$ cat config.mk
export PLATFORM = sky130hd
export DESIGN_NAME = axi_wr_burst_master
export DESIGN_NICKNAME = d
export VERILOG_FILES = /design/src/rtl/axi_wr_burst_master.sv
export SDC_FILE = /design/constraint.sdc
export NUM_CORES = 1
export LEC_CHECK = 0
export BUFFER_PORTS_ARGS = -buffer_cell sky130_fd_sc_hd__buf_2
export CAP_MARGIN = 5
export CORE_MARGIN = 2
export CORE_UTILIZATION = 43
export DETAILED_ROUTE_END_ITERATION = 8
export HOLD_SLACK_MARGIN = 0.06
export PLACE_DENSITY = 0.86
export SYNTH_ARGS = -nofsm -noshare
export SYNTH_HDL_FRONTEND = slang
export SYNTH_SLANG_ARGS = --single-unit
$ cat constraint.sdc
create_clock -name clk -period 2.4 [get_ports clk]
set_input_delay 0.48 -clock clk [delete_from_list [all_inputs] [get_ports clk]]
set_output_delay 0.48 -clock clk [all_outputs]
set_load 0.03 [all_outputs]
$ cat src/rtl/axi_wr_burst_master.sv
// axi_wr_burst_master: AXI4 INCR write-burst initiator draining a ready/valid stream,
// one burst outstanding, result reported on a one-cycle done pulse.
module axi_wr_burst_master #(
    parameter int ADW  = 32,
    parameter int DDW  = 32,
    parameter int LENW = 8
) (
    input  logic              clk,
    input  logic              rstn,
    input  logic              clr,
    input  logic              cmd_vld,
    output logic              cmd_rdy,
    input  logic [ADW-1:0]    cmd_addr,
    input  logic [LENW-1:0]   cmd_len,
    input  logic              din_vld,
    output logic              din_rdy,
    input  logic [DDW-1:0]    din,
    output logic [ADW-1:0]    awaddr,
    output logic [LENW-1:0]   awlen,
    output logic [2:0]        awsize,
    output logic [1:0]        awburst,
    output logic              awvalid,
    input  logic              awready,
    output logic [DDW-1:0]    wdata,
    output logic [DDW/8-1:0]  wstrb,
    output logic              wlast,
    output logic              wvalid,
    input  logic              wready,
    input  logic [1:0]        bresp,
    input  logic              bvalid,
    output logic              bready,
    output logic              done_vld,
    output logic              done_err
);
    typedef enum logic [1:0] {IDLE, ADDR, DATA, RESP} state_t;
    state_t          state;
    logic [LENW-1:0] cnt;
    logic            beat;
    logic            unused_bresp;
    assign awsize       = 3'($clog2(DDW / 8));
    assign awburst      = 2'b01;
    assign wdata        = din;
    assign wstrb        = '1;
    // W channel is a straight pass-through of the stream, gated to the DATA phase
    assign wvalid       = (state == DATA) && din_vld;
    assign din_rdy      = (state == DATA) && wready;
    assign wlast        = (state == DATA) && (cnt == awlen);
    assign beat         = wvalid && wready;
    assign unused_bresp = bresp[0];
    always_ff @(posedge clk or negedge rstn) begin
        if (!rstn) begin
            state    <= IDLE;
            cmd_rdy  <= 1'b1;
            awvalid  <= 1'b0;
            bready   <= 1'b0;
            done_vld <= 1'b0;
            done_err <= 1'b0;
            cnt      <= '0;
            awaddr   <= '0;
            awlen    <= '0;
        end else if (clr) begin
            state    <= IDLE;
            cmd_rdy  <= 1'b1;
            awvalid  <= 1'b0;
            bready   <= 1'b0;
            done_vld <= 1'b0;
            done_err <= 1'b0;
            cnt      <= '0;
            awaddr   <= '0;
            awlen    <= '0;
        end else begin
            done_vld <= 1'b0;
            done_err <= 1'b0;
            case (state)
                IDLE: if (cmd_vld) begin
                    awaddr  <= cmd_addr;
                    awlen   <= cmd_len;
                    awvalid <= 1'b1;
                    cmd_rdy <= 1'b0;
                    state   <= ADDR;
                end
                ADDR: if (awready) begin
                    awvalid <= 1'b0;
                    state   <= DATA;
                end
                DATA: if (beat) begin
                    cnt <= wlast ? '0 : cnt + 1'b1;
                    if (wlast) begin
                        bready <= 1'b1;
                        state  <= RESP;
                    end
                end
                RESP: if (bvalid) begin
                    bready   <= 1'b0;
                    done_vld <= 1'b1;
                    done_err <= bresp[1];
                    cmd_rdy  <= 1'b1;
                    state    <= IDLE;
                end
            endcase
        end
    end
endmodule
; Word-level counts from Yosys, hierarchy flattened
; Index checks and enable logic that the tools add are counted.
[totals]
register_bits = 55
latchBits = 0
mem_bits_rw = 0
rom_bits = 0
input_bits = 82
out_inout_bits = 89
elab_cells = 73
mem_count = 0
[classes]
addsub = 1
n_mul = 0
n_div = 0
magnitude_cmp = 0
n_eq_ne = 9
shift = 0
mux = 36
bitwise = 0
n_reduce_logical = 18
[ops]
columns = operator, count
row1 = $mux 32, 3
row2 = $mux 8, 7
row3 = $mux 1, 16
row4 = $ne 3x3->1 const B, 5
row5 = $mux 2, 6
row6 = $reduce_bool 3->1, 3
row7 = $add 8x1->8 const B, 1
row8 = $eq 8x8->1, 1
row9 = $pmux 2 s4, 1
row10 = $reduce_bool 2->1, 4
row11 = $pmux 1 s2, 3
row12 = $reduce_and 3->1, 2
row13 = $reduce_and 5->1, 1
row14 = $eq 2x2->1 const B, 2
row15 = $logic_and 1x1->1, 4
row16 = $reduce_and 2->1, 2
row17 = $reduce_and 4->1, 1
row18 = $eq 2x1->1 const B, 1
row19 = $logic_not 2->1, 1

; Logic depth before layout (Yosys ltp)
[logic_depth]
ltp_word = 6
ltp_mapped = 7
ltp_nobuf = 7

; Worst setup path before layout
; No wires, ideal clock.
[synth_path]
kind = register to register
from = register state[0]
to = register state[0]
setup_ps = 125
arrival_ps = 2190
required_ps = 2275
slack_ps = 85
path_stages_with_launch = 8
n_path_buf = 0
synth_period_minus_slack_ps = 2315
path_cell_list = dfrtp_1 inv_1 ha_1 and2_1 nand2_1 or4_4 a21oi_2 mux2_2
[synth_between]
elab_chain_len = 5
elab_cells_between_ends = 15
cone_classes = 8 x eq/ne / 2 x mux / 5 x reduce/logical
[synth_rtl]
columns = item, line
row1 = "start, declared", 36  ; state_t state;
row2 = "start signal, assigned", 52  ; state <= IDLE;
row3 = "start signal, assigned", 62  ; state <= IDLE;
row4 = "start signal, assigned", 80  ; state <= ADDR;
row5 = $eq 2x2->1, 45  ; assign wvalid = (state == DATA) && din_vld;
row6 = $logic_and 1x1->1, 45
row7 = net wvalid, 27  ; output logic wvalid,
row8 = $logic_and 1x1->1, 48  ; assign beat = wvalid && wready;
row9 = $ne 3x3->1 (no source line), -
row10 = $reduce_and 5->1 (no source line), -
; The timed path passes the listed nets, and every way through them passes these cells.
; A chain may end at the register's enable or synchronous reset.

; Worst setup path in the final report
[layout_path]
from = register state[0]
to = output port wlast
[layout_between]
elab_chain_len = 2
[layout_rtl]
columns = item, line
row1 = $eq 2x2->1, 47  ; assign wlast = (state == DATA) && (cnt == awlen);
row2 = $logic_and 1x1->1, 47
row3 = "end, declared", 26  ; output logic wlast,
; Every way passes these cells.

==> metrics <==
initial core utilization=44.2%; clk sinks=55; Max-Cap Viols=0; most frequent cells in the layout=96 x buf_2, 92 x nand2_1, 54 x dfrtp_1; drt first pass iters=4; Finish-stage setup viols=0; cell row count=29; worst-case clock buffer depth=2; FF-to-FF End=state[0]$_DFFE_PN0P_; IO Port Bufs=96; Placer Congestion=0.885; H-tree Lvls=2; worst hold slack=0.153 ns; Placed Instances=451; Async SR Flop Fraction=100%; drt via density=4.87; cells after synthesis=318; fin util=50.6%; Final Hold Violating Endpoints=0; total grt overflow=0; area leader, netlist=dfrtp_1; die area=7200 um^2; EDFF count, synth=0; total design power=2.73 mW; ANT nets after route=0; Post-Route WL=5.77 mm; relative slew slack=63.7%; post-route cell area=3210 um^2; Max Clk Rate=457 MHz; DRC Markers=0; Post-CTS Setup Bufs=0; Non-Filler Instances=459; mapped cell area=2810 um^2; DIE HEIGHT=84.8 um; Post-Place Setup Slack=0.272 ns; min-delay worst type=primary input to async pin; worst endpoint required time=1.92 ns; # nets final=468; top-level port count=171; vias=2236; min Tclk post-route=2.19 ns; Syn Area/Cell=8.83 um^2; first-pass GRT wire length=9.60 mm; largest cells by area after synthesis=dfrtp_1 48%, nand2_1 12%, buf_4 11%, o21ai_0 8.4%, xnor2_1 2.5%; status=completed; cts bufs inserted=5; die width=84.8 um; worst-case reg-to-reg path depth=7; Clock Skew=0.00756 ns; post-synth cell types=34; Most used DFF post-synth=dfrtp_1; 1st-iter DRT viols=108; Worst Path Arrival=1.71 ns; Root Driver=clkbuf_8; Clock Pin Slew Worst Setup and Hold Paths=0.10 ns; most common cell after layout, fill and taps aside=buf_2; initial antenna violation count=0; worst-skew pair later-pin latency=0.30 ns; layout cell share with drive strength beyond 1=31.7%; R2R Path Start=state[0]$_DFFE_PN0P_; Setup TNS Final=0 ns; Area after DPL=3110 um^2; CP Max Fanout=4; Yosys top cell area share=48.1%; ANT cells=0; DR WL/cell=12.6 um; Slew @ Worst Pin=0.545 ns; crit end category=output pin; Core ar.=6350 um^2; Hold-fix buffers, CTS=0; synth warn=0; RSZ-0062 raised after global routing=false; post-synthesis register bit count=55; PD cells=850 nW/um^2; DP HPWL=4.42 mm; pin count of the biggest net entering global routing=45; crit share post-route=91.2%; area delta synth->final=14.4%; Reg2Reg Setup Slack=0.24 ns; cts repair resizes=0; static leakage=1.67 nW; Seq/Total Area, Yosys=49.0%; Slew Viols, Final=0; Final WS setup=0.211 ns; Setup crit start kind=flip-flop; crit path kind=flip-flop to output pin; vias in the first global route=2141; CTS tree=yes; peak supply drop=393 uV; FILL cells=585; Total Routing Usage GR=16.4%
==> layer usage <==
metal | vias up | routed length (um) | global-route usage [%]
met2 | 82 | 2850 | 28.4
met4 | 0 | 96 | 5.48
met1 | 1029 | 2410 | 19.8
li1 | 1111 | - | -
met3 | 14 | 409 | 4.57
met5 | - | 0 | 0
==> final cells by class <==
type	count	area [um^2]	share of cell area (%)
Inverter	7	26.3	0.818
Multi-Input combinational cell	209	1080	33.5
Sequential cell	55	1380	42.9
Timing Repair Buffer	103	533	16.6
Clock inverter	1	7.51	0.234
Clock buffer	7	96.3	3.00
Tap cell	77	96.3	3.00
==> worst max-delay path, stage by stage, from the launching register on <==
cell and delay [ns]:
dfrtp_1 0.43, inv_1 0.12, ha_1 0.17, buf_4 0.13, nand3_1 0.08, nor3_1 0.23, buf_2 0.25
==> logic make-up after synthesis <==
kind of cell | synth area share, %
AO/OA/AOI/OAI | 13.3
XOR/XNOR | 2.49
adder cells (fa/ha/maj) | 2.23
buffers and inverters | 14.0
flip-flops | 49.0
multiplexers | 1.16
other | 0.267
AND/OR/NAND/NOR | 17.6
==> flip-flops by register name, indices dropped and copies added, names as in the netlist <==
name	cells
awaddr	32
awlen	8
cnt	8
state	2
awvalid	1
bready	1
cmd_rdy	1
done_err	1
done_vld	1
==> power breakdown <==
| group | total, mW | switching [mW] | internal (mW) |
|---|---|---|---|
| logic | 0.994 | 0.680 | 0.313 |
| registers | 1.18 | 0.102 | 1.08 |
| clock network | 0.555 | 0.292 | 0.263 |
| total | 2.73 | 1.07 | 1.66 |
==> Yosys cell counts, types with 2 or more instances <==
library cell	count
ha_1	5
conb_1	2
xnor2_1	8
nor2b_1	3
nand2_1	92
nor3_1	3
inv_1	6
o21ai_0	47
clkbuf_1	12
dfrtp_1	54
nand3_1	3
nor2_1	7
buf_4	41
mux2_2	2
a211oi_1	2
and3_1	2
a21oi_1	6
a22o_1	4
o31ai_1	2
and2_1	3
==> worst max path at each step <==
stage	from	endpoint	slack, ns	cells after the start
after floorplan	state[0]$_DFFE_PN0P_	state[0]$_DFFE_PN0P_	0.09	7
after global placement	state[0]$_DFFE_PN0P_	state[0]$_DFFE_PN0P_	0.33	7
after detailed placement	state[0]$_DFFE_PN0P_	state[0]$_DFFE_PN0P_	0.27	7
after CTS	state[0]$_DFFE_PN0P_	wlast	0.21	6
after global routing	state[0]$_DFFE_PN0P_	wlast	0.09	6
final	state[0]$_DFFE_PN0P_	wlast	0.21	6
Power figures use the tool's default switching activity.
